==> src/rtl/fib_stack_pkg.sv <==
// Shared constants and the operation decode for the Fibonacci operand stack.
// The optional sticky error flag is built only when FIB_STACK_ERR_EN is defined.
package fib_stack_pkg;

    localparam int FIB_STACK_WIDTH = 8;
    localparam int FIB_STACK_DEPTH = 16;

    // Encoding matches {push, pop} so the decode is a plain cast.
    typedef enum logic [1:0] {
        STK_IDLE = 2'b00,
        STK_POP  = 2'b01,
        STK_PUSH = 2'b10,
        STK_REPL = 2'b11
    } stk_op_t;

    function automatic stk_op_t stk_decode(input logic push, input logic pop);
        return stk_op_t'({push, pop});
    endfunction

endpackage

==> src/rtl/fib_stack_mem.sv <==
// DEPTH x WIDTH register file: one synchronous write port, one asynchronous read port.
module fib_stack_mem #(
    parameter int WIDTH = 8,
    parameter int DEPTH = 16
) (
    input  logic                     clk,
    input  logic                     we,
    input  logic [$clog2(DEPTH)-1:0] waddr,
    input  logic [WIDTH-1:0]         wdata,
    input  logic [$clog2(DEPTH)-1:0] raddr,
    output logic [WIDTH-1:0]         rdata
);

    logic [WIDTH-1:0] mem [DEPTH];

    always_ff @(posedge clk) begin
        if (we) begin
            mem[waddr] <= wdata;
        end
    end

    assign rdata = mem[raddr];

endmodule

==> src/rtl/fib_stack.sv <==
// LIFO operand stack driven by single-cycle push/pop strobes from the controller.
// Define FIB_STACK_ERR_EN to add the sticky overflow/underflow flag on port err.
module fib_stack
    import fib_stack_pkg::*;
#(
    parameter int WIDTH = FIB_STACK_WIDTH,
    parameter int DEPTH = FIB_STACK_DEPTH
) (
    input  logic                     clk,
    input  logic                     clr,
    input  logic                     push,
    input  logic                     pop,
    input  logic [WIDTH-1:0]         din,
    output logic [WIDTH-1:0]         top,
    output logic                     is_empty,
    output logic                     is_full,
`ifdef FIB_STACK_ERR_EN
    output logic                     err,
`endif
    output logic [$clog2(DEPTH):0]   count
);

    localparam int AW = $clog2(DEPTH);
    localparam logic [AW:0] SP_ONE  = (AW + 1)'(1);
    localparam logic [AW:0] SP_FULL = (AW + 1)'(DEPTH);

    // Strobes carry no handshake: each is level-sampled on every rising edge,
    // may repeat back-to-back, and is dropped (flagged in err) when it cannot apply.
    stk_op_t          op;
    logic [AW:0]      sp, sp_nxt;
    logic [AW-1:0]    top_idx;
    logic [AW-1:0]    waddr;
    logic             we;
    logic             ovf, unf;
    logic [WIDTH-1:0] rdata;

    assign op       = stk_decode(push, pop);
    assign is_empty = (sp == '0);
    assign is_full  = (sp == SP_FULL);
    assign count    = sp;
    assign top_idx  = sp[AW-1:0] - AW'(1);
    assign top      = is_empty ? '0 : rdata;

    always_comb begin
        sp_nxt = sp;
        we     = 1'b0;
        waddr  = sp[AW-1:0];
        ovf    = 1'b0;
        unf    = 1'b0;
        case (op)
            STK_PUSH: begin
                if (is_full) begin
                    ovf = 1'b1;
                end else begin
                    we     = 1'b1;
                    sp_nxt = sp + SP_ONE;
                end
            end
            STK_POP: begin
                if (is_empty) begin
                    unf = 1'b1;
                end else begin
                    sp_nxt = sp - SP_ONE;
                end
            end
            STK_REPL: begin
                we = 1'b1;
                // Replace on an empty stack degenerates to a push.
                if (is_empty) begin
                    sp_nxt = SP_ONE;
                end else begin
                    waddr = top_idx;
                end
            end
            default: ;
        endcase
    end

    always_ff @(posedge clk) begin
        if (clr) begin
            sp <= '0;
        end else begin
            sp <= sp_nxt;
        end
    end

`ifdef FIB_STACK_ERR_EN
    always_ff @(posedge clk) begin
        if (clr) begin
            err <= 1'b0;
        end else if (ovf || unf) begin
            err <= 1'b1;
        end
    end
`else
    logic unused_err;
    assign unused_err = ovf ^ unf;
`endif

    // clr wins over a same-edge push, so the write is suppressed too.
    fib_stack_mem #(
        .WIDTH(WIDTH),
        .DEPTH(DEPTH)
    ) u_mem (
        .clk   (clk),
        .we    (we && !clr),
        .waddr (waddr),
        .wdata (din),
        .raddr (top_idx),
        .rdata (rdata)
    );

endmodule

==> config.mk <==
export PLATFORM = sky130hd
export DESIGN_NAME = fib_stack
export DESIGN_NICKNAME = d
export VERILOG_FILES = /design/src/rtl/fib_stack_pkg.sv /design/src/rtl/fib_stack_mem.sv /design/src/rtl/fib_stack.sv
export SDC_FILE = /design/constraint.sdc
export NUM_CORES = 1
export LEC_CHECK = 0
export ABC_AREA = 1
export CAP_MARGIN = 5
export CORE_MARGIN = 2
export CORE_UTILIZATION = 54
export DETAILED_ROUTE_END_ITERATION = 10
export GPL_ROUTABILITY_DRIVEN = 0
export PLACE_DENSITY = 0.75
export SLEW_MARGIN = 10
export SYNTH_ARGS = -nofsm -noshare
export SYNTH_HDL_FRONTEND = slang
export SYNTH_SLANG_ARGS = --single-unit
==> constraint.sdc <==
create_clock -name clk -period 2.2 [get_ports clk]
set_input_delay 0.22 -clock clk [delete_from_list [all_inputs] [get_ports clk]]
set_output_delay 0.22 -clock clk [all_outputs]
set_load 0.05 [all_outputs]
Word level (Yosys, flattened, before mapping). Memory sizes are Yosys's and may differ from the RTL's. Index checks and enable logic that the tools add are counted.

Div/mod/pow operators: 0. Shifts and indexed selects: 0. Reduce and logical (&&, ||, !) cells: 5. Magnitude comparators: 0. $mul: 0. Bitwise operators: 0. Eq/ne operators: 7. Add/sub/neg operators: 3. Muxes and demuxes: 11.

Operators with widths (number): 5-bit 2-to-1 mux (3); 5-bit case mux with 3 select lines (1); 4-bit 2-to-1 mux (2); 8-bit 2-to-1 mux (1); 2-bit inequality test (second input constant) (3); 5-bit by 1-bit adder with 5-bit output (second input constant) (1); 5-bit == test (second input constant) (1); 5-bit logical NOT (1); 5-bit by 1-bit subtractor with 5-bit output (second input constant) (1); 2-bit == test (second input constant) (2); 4-bit AND reduction (1); 4-bit by 1-bit subtractor with 4-bit output (second input constant) (1); 1-bit 2-to-1 mux (3); 3-bit nonzero test (1); 2-bit by 1-bit == test with 1-bit output (second input constant) (1); 1-bit case mux with 2 select lines (1); 1-bit logical AND (1); 1-bit logical NOT (1).

Bits in read-only memories: 0. Word-level logic and storage cells: 28. Output and inout port bits: 15. Bits of input ports: 12. Bits in writable memories: 128. Latch bits: 0. Bits in registers: 5. Memories: 1.

Memory list: u_mem.mem (words 16, bits a word 8, read ports 1, clocked after memory_dff 0, wr ports 1, line fib_stack_mem.sv:14) `logic [WIDTH-1:0] mem [DEPTH];`.

Depth between registers and ports, before layout.
Depth in word-level cells: 6. Gate-level depth with buffers: 13. Gate-level depth less buffers: 13.

Cells and area by module. A second synthesis with hierarchy kept.

Cell total of the unflattened synthesis: 641. Area, all modules: 6206.0 sq um.

By module, submodules not included: fib_stack_mem (instances 1, cells an instance 543, seq. area each 3843.7 sq um, area each 5606.6 sq um); fib_stack (instances 1, cells an instance 98, seq. area each 100.1 sq um, area each 599.3 sq um).

Worst setup path before layout. OpenSTA, ideal clock, no wires.

Kind: register to output. Start: reg sp[0], in the netlist count[0]. End: out top[2]. Stages on the path, launching flop included: 11. Buffers on the path: 4. Required time: 1.980 ns. Data arrival time: 2.858 ns. Setup slack: -0.878 ns. Cell sequence: dfxtp_1 > inv_2 > buf_4 > buf_2 > ha_1 > buf_2 > clkbuf_1 > o21ai_0 > o211ai_1 > nand2_1 > o21ai_1.

Word-level cells in the longest chain between the ends: 3. Elaborated cells on any way between the ends: 4. Those cells by class: add/sub (1); mux (1); reduce/logical (1); memory (1).

RTL lines: from (decl) (line fib_stack.sv:30) `logic [AW:0] sp, sp_nxt;`; from (signal assigned) (line fib_stack.sv:83) `sp <= sp_nxt;`; 4-bit by 1-bit subtractor with 4-bit output (line fib_stack.sv:41) `assign top_idx = sp[AW-1:0] - AW'(1);`; memory read 16 x 8 bit; 8-bit 2-to-1 mux (*) (line fib_stack.sv:42) `assign top = is_empty ? '0 : rdata;`; to (decl) (line fib_stack.sv:14) `output logic [WIDTH-1:0] top,`.

Every way passes the cells marked *; elsewhere a longest branch is shown, timed or not.

Worst setup path in the final report. Ends and elaborated chain as after synthesis.

==> impl_metrics.toml <==
[status]
status = "finished with violations"
violations = "negative setup slack"

[logic_synthesis]
synth-seq-cells = 133
synth_warnings = 0
ys_seq_area_share_pct = 68.6
synth.net_count = 520
avgSynthCellArea_um2 = 11.4
synth.area.top_cells = "edfxtp_1 (67%), nand2_1 (6.1%), nor2_1 (5.5%)"
synth.largest_area_cell = "edfxtp_1"
synth_top_area_share_pct = 66.9
syn_area_um2 = 5750
syn_inst = 502
synth_cell_types = 29

[floorplanning]
initial_utilization_pct = 55.7
die_height_um = 107
die_width_um = 107
coreArea_um2 = 10300
row_count = 37
io_pins = 27
dieArea_um2 = 11500

[pwr]
vdd.ir_drop.worst_uv = 907
power.total_uw = 9580
powerDensity_nw_per_um2 = 1280
power_leakage_uw = 0.00267

[timing]
finalCriticalPeriod_ns = 2.57
finClkSkew_ns = 0.00637
worst_slack_ns = -0.370
fmax_mhz = 389
hold_viol_final = 0
worstMarginPinSlew_ns = 0.799
slew_headroom_pct = 46.6
setup_viol = 8
timing.final.crit_share_pct = 117
rsz0062_at_grt = "yes"
drv_slew = 0

[detailed_routing]
wl_um = 14200
drc_errors = 0
wl_per_cell_um = 20.1
via_per_inst = 5.81
ant_nets = 0
drt_iter0_drc = 401
num_vias = 4102
first_pass_iters = 5

[place]
place_hpwl_um = 8370
place_inst = 665
io_buffers = 26

[clock_tree]
clock_sinks = 133
h-tree-depth = 4
tritoncts = "yes"
clkLatencyLatePin_ns = 0.53
numCtsBuffers = 17
cts_hold_buf = 0
cts-root-buf = "clkbuf_8"
cts.clk_slew.worst_paths_ns = 0.06
clock_tree.buffer_depth = 2

[grt]
grt_pass1_vias = 3916
gr-total-overflow = 0
grt_start_max_net_pins = 68
grt_usage_pct = 26.0
grt_pass1_wl_um = 21300
antenna_found_initial = 0

[finish]
nets = 575
antenna-diode-count = 0
area_growth_pct = 30.7
fillCellCount = 640
final_common_cell = "edfxtp_1"
layout-drive-gt1-share_pct = 26.0
mostFrequentLayoutCells = "edfxtp_1 (128), nand2_1 (82), nor2_1 (65), nand3_1 (33), o21ai_0 (30)"
stdcell_count = 706

[critical_path]
critPathCaptureType = "output pin"
r2r_slack_ns = 0.06
crit_type = "flip-flop to output pin"
r2r-start = "count[0]"
crit_start = "count[0]"
arrival_ns = 2.35
worstPathCellList = "inv_6, ha_4, buf_12, o21ai_2, o211ai_1, nand3_2, o21ai_4, buf_12"
crit_path_frequent_cell = "buf_12"
slowest_stage = "ha_4"
cp-endpoint = "top[2]"
r2r_end = "u_mem.mem[15][4]"
slowest_delay_ns = 0.39
cp_max_fo = 7
critPathLaunchType = "flip-flop"
ff2ff_path_depth = 9
worstPathRequired_ns = 1.98

[flow_run]
cap_violations = 0

[worst_hold_path]
min_path_type = "primary input to flip-flop"
registers in the layout, indices dropped and copies added (netlist names):
register	count
u_mem.mem	128
count	5
per-layer routing:
| metal | share of wire (%) | global-route usage, % | vias to the layer above |
|---|---|---|---|
| li1 | - | - | 1882 |
| met4 | 4.0 | 15.1 | 0 |
| met2 | 48 | 39.5 | 221 |
| met5 | 0 | 0 | - |
| met3 | 9.3 | 6.93 | 46 |
| met1 | 39 | 33.7 | 1953 |
per-stage QoR:
| stage | hold slack (ns) | worst slack [ns] | utilization [%] | instance area [um2] | TNS [ns] |
|---|---|---|---|---|---|
| detailed placement | 0.502 | -0.0180 | 63.9 | 6600 | -0.163 |
| global route | 0.354 | -0.416 | 72.7 | 7510 | -3.24 |
| global placement | 0.477 | 0.0513 | 63.9 | 6600 | 0 |
| finish | 0.343 | -0.370 | 72.7 | 7510 | -2.53 |
| floorplan | 0.282 | -0.105 | - | 5990 | -6.09 |
| CTS | 0.320 | -0.294 | 71.6 | 7390 | -2.17 |
worst min path at each step:
stage	startpoint	to	slack [ns]	cells after the start
3_5_place_dp	count[1]	count[1]	0.50	2
5_1_grt	clr	count[3]	0.35	2
4_1_cts	clr	count[4]	0.32	2
3_3_place_gp	count[1]	count[1]	0.48	2
2_1_floorplan	clr	count[1]	0.28	1
6_report	clr	count[4]	0.34	2
cells by family (layout without fill, tap and decap cells):
| family | Yosys count | after routing | synth area share [%] |
|---|---|---|---|
| and+or+nand+nor | 232 | 232 | 16.8 |
| DFF | 133 | 133 | 68.6 |
| AOI/OAI and AO/OA | 81 | 81 | 8.01 |
| buffers and inverters | 44 | 112 | 3.64 |
| adders and majority gates | 6 | 6 | 1.44 |
| xor gates and xnor gates | 6 | 6 | 1.44 |
power breakdown:
part	switching [uW]	internal, uW
logic	2250	1410
clock network	977	2030
registers	36.1	2880
total	3260	6320
worst max-delay path, delay by kind of cell (launching register included):
kind	cells	cell delay [ns]
simple gates	1	0.19
compound gates	3	0.51
fa+ha+maj	1	0.39
flops	1	0.37
buf+inv	3	0.34
cell type report:
class	count	area, um2	share of cell area [%]
inverter	20	88.8	1.18
sequential	133	3950	52.6
clock inverter	10	175	2.33
timing repair buffer	60	749	9.98
tap	136	170	2.27
multi-input combinational	325	1910	25.4
clock buffer	22	463	6.17
synthesized netlist by cell type, drive strengths merged:
| cell | count |
|---|---|
| a21oi | 16 |
| and3 | 1 |
| buf | 15 |
| clkbuf | 9 |
| dfxtp | 5 |
| edfxtp | 128 |
| fa | 1 |
| ha | 5 |
| inv | 20 |
| nand2 | 95 |
| nand3 | 48 |
| nand3b | 1 |
| nor2 | 87 |
| o211ai | 19 |
| o21ai | 44 |
| o21bai | 1 |
| o22ai | 1 |
| xnor2 | 2 |
| xor2 | 4 |
what timing repair did:
item,in CTS,in global routing
endpoints found under the setup margin,8,40
pin swaps,14,15
gates cloned,1,3
buffers inserted,3,4
gates resized for setup,34,13
Power figures use the tool's default switching activity.
